`config.mk`:
```
export PLATFORM = sky130hd
export DESIGN_NAME = a_fifo
export DESIGN_NICKNAME = d
export VERILOG_FILES = /design/src/rtl/fifo_pkg.sv /design/src/rtl/fifo_mem.sv /design/src/rtl/a_fifo.sv
export SDC_FILE = /design/constraint.sdc
export NUM_CORES = 1
export LEC_CHECK = 0
export ABC_AREA = 1
export CAP_MARGIN = 20
export CELL_PAD_IN_SITES_DETAIL_PLACEMENT = 1
export CELL_PAD_IN_SITES_GLOBAL_PLACEMENT = 2
export CORE_AREA = 2 2 84 86
export DETAILED_ROUTE_END_ITERATION = 10
export DIE_AREA = 0 0 86 88
export PLACE_DENSITY = 0.76
export SLEW_MARGIN = 25
export SYNTH_ARGS = -nofsm -noshare
export SYNTH_HDL_FRONTEND = slang
export SYNTH_SLANG_ARGS = --single-unit
```
`constraint.sdc`:
```
create_clock -name Clk -period 1.6 [get_ports Clk]
set_input_delay 0.32 -clock Clk [delete_from_list [all_inputs] [get_ports Clk]]
set_output_delay 0.32 -clock Clk [all_outputs]
set_load 0.005 [all_outputs]
```
`src/rtl/fifo_pkg.sv`:
```
// Shared sizing constants for the single-clock FIFO.
package fifo_pkg;

    localparam int unsigned DATA_WIDTH = 4;
    localparam int unsigned ADDR_WIDTH = 3;
    localparam int unsigned DEPTH      = 1 << ADDR_WIDTH;

endpackage

```
`src/rtl/fifo_mem.sv`:
```
// Simple dual-port storage: synchronous write port, registered read port.
module fifo_mem #(
    parameter int unsigned DATA_WIDTH = fifo_pkg::DATA_WIDTH,
    parameter int unsigned ADDR_WIDTH = fifo_pkg::ADDR_WIDTH
) (
    input  logic                  clk,
    input  logic                  clear,
    input  logic                  wr_en,
    input  logic [ADDR_WIDTH-1:0] wr_addr,
    input  logic [DATA_WIDTH-1:0] wr_data,
    input  logic                  rd_en,
    input  logic [ADDR_WIDTH-1:0] rd_addr,
    output logic [DATA_WIDTH-1:0] rd_data
);

    localparam int unsigned DEPTH = 1 << ADDR_WIDTH;

    logic [DATA_WIDTH-1:0] mem_q [DEPTH];
    logic [DATA_WIDTH-1:0] rd_data_d;
    logic [DATA_WIDTH-1:0] rd_data_q;

    // Array write; contents are left untouched by clear.
    always_ff @(posedge clk) begin
        if (wr_en) begin
            mem_q[wr_addr] <= wr_data;
        end
    end

    // Read data holds unless a read is accepted.
    always_comb begin
        rd_data_d = rd_data_q;
        if (rd_en) begin
            rd_data_d = mem_q[rd_addr];
        end
    end

    // Registered read data with synchronous clear.
    always_ff @(posedge clk) begin
        if (clear) begin
            rd_data_q <= '0;
        end else begin
            rd_data_q <= rd_data_d;
        end
    end

    assign rd_data = rd_data_q;

endmodule

```
`src/rtl/a_fifo.sv`:
```
// Single-clock FIFO: pointer bookkeeping, request qualification and flags.
module a_fifo #(
    parameter int unsigned DATA_WIDTH = fifo_pkg::DATA_WIDTH,
    parameter int unsigned ADDR_WIDTH = fifo_pkg::ADDR_WIDTH
) (
    output logic [DATA_WIDTH-1:0] Data_out,
    output logic                  Empty_out,
    input  logic                  ReadEn_in,
    input  logic                  Clk,
    input  logic [DATA_WIDTH-1:0] Data_in,
    output logic                  Full_out,
    input  logic                  WriteEn_in,
    input  logic                  Clear_in
);

    localparam logic [ADDR_WIDTH:0] PTR_ONE = {{ADDR_WIDTH{1'b0}}, 1'b1};

    logic [ADDR_WIDTH:0] wptr_d, wptr_q;
    logic [ADDR_WIDTH:0] rptr_d, rptr_q;
    logic                wr_ok;
    logic                rd_ok;
    logic                empty;
    logic                full;

    // Flags depend only on registered pointers; the MSB is the wrap bit.
    always_comb begin
        empty = (wptr_q == rptr_q);
        full  = (wptr_q[ADDR_WIDTH] != rptr_q[ADDR_WIDTH]) &&
                (wptr_q[ADDR_WIDTH-1:0] == rptr_q[ADDR_WIDTH-1:0]);
    end

    // Accept requests only away from the blocking boundary and outside clear.
    always_comb begin
        wr_ok  = WriteEn_in && !full && !Clear_in;
        rd_ok  = ReadEn_in && !empty && !Clear_in;
        wptr_d = wptr_q;
        rptr_d = rptr_q;
        if (wr_ok) begin
            wptr_d = wptr_q + PTR_ONE;
        end
        if (rd_ok) begin
            rptr_d = rptr_q + PTR_ONE;
        end
    end

    // Pointer registers with synchronous clear.
    always_ff @(posedge Clk) begin
        if (Clear_in) begin
            wptr_q <= '0;
            rptr_q <= '0;
        end else begin
            wptr_q <= wptr_d;
            rptr_q <= rptr_d;
        end
    end

    fifo_mem #(
        .DATA_WIDTH (DATA_WIDTH),
        .ADDR_WIDTH (ADDR_WIDTH)
    ) u_mem (
        .clk     (Clk),
        .clear   (Clear_in),
        .wr_en   (wr_ok),
        .wr_addr (wptr_q[ADDR_WIDTH-1:0]),
        .wr_data (Data_in),
        .rd_en   (rd_ok),
        .rd_addr (rptr_q[ADDR_WIDTH-1:0]),
        .rd_data (Data_out)
    );

    assign Empty_out = empty;
    assign Full_out  = full;

endmodule

```
Word-level counts from Yosys, hierarchy flattened:

Memories as Yosys holds them, arrays and structs flattened. A register that Yosys moved wholly into a read port is not among the register bits.
Index checks and enable logic that the tools add are counted.

* register bits: 8
* RAM bits: 32
* input port bits: 8
* output and inout port bits: 6
* logic and storage cells: 18
* memories kept: 1

* add/sub/neg operators: 2
* eq/ne operators: 3
* mux-type cells: 2
* reductions and logical operators: 8

Memories
* u_mem.mem_q: words 8, bits a word 4, rd ports 1, clocked after memory_dff 1, write ports 1, RTL line fifo_mem.sv:18 `logic [DATA_WIDTH-1:0] mem_q [DEPTH];`

Operator list (count)
* $add A4 B1 Y4 const B: 2
* $logic_and A1 B1 Y1: 5
* $eq A4 B4 Y1: 1
* $eq A3 B3 Y1: 1
* $logic_not A1 Y1: 3
* $mux W1: 2
* $ne A1 B1 Y1: 1

Logic depth before layout (Yosys ltp):

* depth in word-level cells: 7
* depth in mapped cells: 10
* mapped depth without buffers: 9

Hierarchy:

Synthesis repeated with hierarchy kept, for this count alone.

* cell total of the unflattened synthesis: 239
* area, all modules: 2090.8 um^2

Modules (own cells, without submodules)
* fifo_mem: instances 1, cells each 161, area an instance 1581.5 um^2, sequential area each 1041.0 um^2
* a_fifo: instances 1, cells each 78, area an instance 509.2 um^2, sequential area each 160.2 um^2

Worst setup path after synthesis:

OpenSTA, ideal clock, no wires.

* kind: reg-to-reg
* start point: reg rptr_q[1]
* end point: mem u_mem.mem_q[4][0], enable pin
* library setup time: 0.329 ns
* arrival: 1.229 ns
* data required time: 1.271 ns
* slack: 0.042 ns
* cell stages (with the launch flop): 10
* path buffers: 1
* period minus slack after synthesis: 1.558 ns
* path through: dfxtp_1 > buf_2 > nand2_1 > nand2_1 > inv_1 > nand4_4 > nand3_2 > inv_1 > nand2_1 > nor2_1

* cells in the longest elaborated chain, start to end: 7

Ends and longest elaborated chain
* start: declaration: RTL line a_fifo.sv:19 `logic [ADDR_WIDTH:0] rptr_d, rptr_q;`
* start signal: assignment: RTL line a_fifo.sv:53 `rptr_q <= rptr_d;`
* $eq A3 B3 Y1: RTL line a_fifo.sv:29 `(wptr_q[ADDR_WIDTH-1:0] == rptr_q[ADDR_WIDTH-1:0]);`
* $logic_and A1 B1 Y1: RTL line a_fifo.sv:28 `full = (wptr_q[ADDR_WIDTH] != rptr_q[ADDR_WIDTH]) &&`
* $logic_not A1 Y1: RTL line a_fifo.sv:34 `wr_ok = WriteEn_in && !full && !Clear_in;`
* $logic_and A1 B1 Y1 (2 in a row): RTL line a_fifo.sv:34
* $mux W1: RTL line fifo_mem.sv:24 `if (wr_en) begin`
* $mux W1 (not written as such): RTL line fifo_mem.sv:25 `mem_q[wr_addr] <= wr_data;`
* end: declaration: RTL line fifo_mem.sv:18

Every way passes these cells.

Worst setup path after layout:

* start point: reg rptr_q[1]
* end point: out Empty_out

* cells in the longest elaborated chain, start to end: 1

Ends and longest elaborated chain
* $eq A4 B4 Y1: RTL line a_fifo.sv:27 `empty = (wptr_q == rptr_q);`
* end: declaration: RTL line a_fifo.sv:7 `output logic Empty_out,`

Every way passes these cells.

==> results.json <==
{
  "first_global_vias": 1724,
  "yosys-mux-area-fraction_pct": 0,
  "synth-simple-area-share_pct": 27.3,
  "postSynthCellCount": 239,
  "tightest_slew_ns": 0.360,
  "worst_setup_hold_path_clk_slew_ns": 0.08,
  "setup_tns_ns": 0,
  "htree_num_levels": 2,
  "grt_first_pass_wirelength_um": 9000,
  "placement_rows": 30,
  "initial_utilization_pct": 31.2,
  "clock_latency_late_sink_ns": 0.30,
  "post_synth_num_cell_types": 21,
  "detailedRoute.firstIterationViolations": 58,
  "firstDrtPassIters": 5,
  "min-delay-path-class": "register to register",
  "internal_power_mw": 1.99,
  "ant_nets": 0,
  "xor_and_xnor_area_share_after_synthesis_pct": 0,
  "insertedDiodeCount": 0,
  "preCtsSetupSlack_ns": -0.148,
  "synth_area_in_adders_pct": 1.21,
  "report.final.setup_viol": 0,
  "max_cap_viol_count": 0,
  "num_io_pins": 14,
  "synth.most_common_cell": "nand2_1",
  "cts_buffers": 5,
  "cts_max_path_buffers": 2,
  "synth_top_family_by_area": "simple AND/OR/NAND/NOR gates",
  "rsz0062_at_grt": "yes",
  "grtUsageTotal_pct": 15.9,
  "worst_setup_path_start_kind": "register",
  "number_of_buffers_inserted_by_hold_repair_at_cts": 0,
  "critPathCaptureType": "output pin",
  "clock-root-buffer": "clkbuf_8",
  "grt_overflow_total": 0,
  "ys_ff_latch": 44,
  "tritoncts_clock_tree": "yes",
  "remaining_drc_errors": 0,
  "final_wtd_congestion": 0.721,
  "drv_slew": 0,
  "pwr-share-seq_pct": 46.8,
  "slew_headroom_pct": 75.9,
  "synthesis.area_per_instance_sq_um": 8.66,
  "final_layout_size_suffix_gt1_share_pct": 30.1,
  "core-area_sq_um": 6640,
  "power_density_nw_per_um2": 984,
  "net_switching_mw": 0.781,
  "tritoncts_num_sinks": 44,
  "synth.top_cells.by_count": "73 x nand2_1, 34 x nor2_1, 32 x edfxtp_1, 32 x inv_1",
  "ys_dominant_reg_cell": "edfxtp_1",
  "detailedPlacementHpwl_um": 4090,
  "async_reset_ff_share_pct": 0,
  "finalWirelength_um": 5480,
  "yosys.area.top_type": "edfxtp_1",
  "synth_sequential_area_ratio_pct": 58.0,
  "leakagePower_nw": 1.19,
  "wl_per_cell_um": 14.8,
  "area_growth_syn_to_layout_pct": 35.8,
  "port_buffers": 13,
  "die_h_um": 88,
  "yosys-top-cells-area": "edfxtp_1 46%, nand2_1 13%, dfxtp_1 12%",
  "vias_per_cell": 4.60,
  "mappedNetlistNets": 249,
  "pin_count_of_the_biggest_net_entering_global_routing": 19,
  "setup.worst_path.class": "register to output pin",
  "vdd_ir_drop_max_mv": 0.347,
  "max_freq_ghz": 0.628,
  "post-synth-top-area-fraction_pct": 46.4,
  "timing.final.hold_violations": 0,
  "run_status": "complete, no violations",
  "power.share.switching_pct": 28.2,
  "fin_nets": 298,
  "chipWidth_um": 86,
  "timing.final.crit_share_pct": 99.6,
  "worst_ep_arrival_time_ns": 1.27,
  "layout_min_cycle_time_ns": 1.59,
  "cp_data_required_time_ns": 1.28,
  "clock_power_share_pct": 30.4,
  "final_core_util_pct": 42.3,
  "critPathMaxFanout": 3,
  "fin_ws_ns": 0.00701,
  "vias": 1697,
  "number_of_antenna_violations_at_the_first_check_in_global_routing": 0,
  "totalPowerFinal_mw": 2.77,
  "power.share.combinational_pct": 22.7,
  "yosysWarnings": 0,
  "area_of_the_mapped_netlist_sq_um": 2070,
  "worst_clock_skew_ns": 0.00589,
  "synth-edff-count": 32,
  "synthesized_area_fraction_occupied_by_ao_oa_aoi_and_oai_cells_pct": 5.08,
  "die_area_sq_um": 7570
}
-- metrics by stage --
stage | cells | cell area [sq um] | hold slack, ns
2_1_floorplan | 239 | 2070 | 0.389
3_3_place_gp | 357 | 2490 | 0.461
3_5_place_dp | 357 | 2490 | 0.469
4_1_cts | 368 | 2690 | 0.491
5_1_grt | 369 | 2810 | 0.549
6_report | 369 | 2810 | 0.485
-- area by class of cell --
| class | count | area [sq um] |
|---|---|---|
| Clock buffer | 5 | 68.8 |
| Clock inverter | 3 | 37.5 |
| Fill cell | 764 | 3830 |
| Inverter | 34 | 135 |
| Multi-Input combinational cell | 154 | 826 |
| Sequential cell | 44 | 1210 |
| Tap cell | 80 | 100 |
| Timing Repair Buffer | 49 | 430 |
-- repair_timing --
action | in CTS | in global routing
buffers inserted | 3 | 2
resized for setup | 34 | 37
setup endpoints to repair | 34 | 34
pin swaps | 6 | 9
-- logic make-up (layout without fill, tap and decap cells) --
group	Yosys count	count (layout)
simple gates	131	131
buf+inv	41	91
flops	44	44
fa+ha+maj	2	2
compound gates	21	21
-- registers in the layout, summed over array words and instances, names as in the netlist --
register       count
u_mem.mem_q       32
wptr_q             4
rptr_q             4
u_mem.rd_data      4
-- cells in the final DEF, fill, tap and decap left out --
| cell | synthesis | final |
|---|---|---|
| clkinv_1 | 0 | 2 |
| nor2_4 | 0 | 9 |
| nor3_2 | 1 | 1 |
| nand3_2 | 1 | 1 |
| nand4_1 | 2 | 2 |
| o21ai_0 | 14 | 14 |
| a21oi_1 | 7 | 7 |
| nand2_4 | 2 | 2 |
| inv_4 | 0 | 1 |
| bufinv_16 | 0 | 1 |
| nor2_1 | 34 | 26 |
| inv_1 | 32 | 24 |
| clkdlybuf4s50_1 | 0 | 11 |
| nor3_1 | 1 | 1 |
| inv_6 | 0 | 1 |
| nand2_2 | 0 | 8 |
| nand4_4 | 1 | 1 |
| nand3_4 | 0 | 1 |
| clkbuf_2 | 0 | 1 |
| clkbuf_8 | 0 | 5 |
| edfxtp_1 | 32 | 32 |
| nand3_1 | 14 | 13 |
| dfxtp_4 | 0 | 2 |
| nand2_1 | 73 | 63 |
| inv_2 | 2 | 8 |
| buf_6 | 1 | 10 |
| buf_4 | 1 | 27 |
| dfxtp_1 | 12 | 5 |
| nor2_2 | 2 | 1 |
| ha_1 | 2 | 2 |
| nand2_8 | 0 | 2 |
| dfxtp_2 | 0 | 5 |
-- power by group through the flow --
stage	clock [mW]	sequential, mW	combinational (mW)
finish	0.842	1.30	0.628
global route	0.911	1.30	0.703
CTS	0.859	1.29	0.605
detailed placement	0	1.31	0.560
global placement	0	1.31	0.552
floorplan	0	1.31	0.316
-- metal layers --
| layer | wire [um] | global-route usage [%] | vias up | part of all wire (%) |
|---|---|---|---|---|
| li1 | - | - | 857 | - |
| met1 | 2570 | 20.6 | 822 | 47 |
| met2 | 2710 | 26.6 | 12 | 50 |
| met3 | 113 | 2.83 | 6 | 2.1 |
| met4 | 80 | 5.63 | 0 | 1.5 |
| met5 | 0 | 0 | - | 0 |
-- final timing paths --
kind,from,to,slack (ns),cells after the start
worst min-delay path,u_mem.rd_data[2],u_mem.rd_data[2],0.49,2
worst max-delay path,rptr_q[1],Empty_out,0.007,8
worst max register to register,rptr_q[2],u_mem.mem_q[1][0],0.03,10
worst min register to register,u_mem.rd_data[2],u_mem.rd_data[2],0.49,2
-- critical path, stage by stage (launching register included) --
cell,delay [ns]
dfxtp_4,0.39
inv_2,0.05
nand2_2,0.05
nand2_2,0.08
buf_6,0.13
nor2_4,0.11
nand2_4,0.05
inv_2,0.04
buf_6,0.08
(Power assumes the default switching activity.)
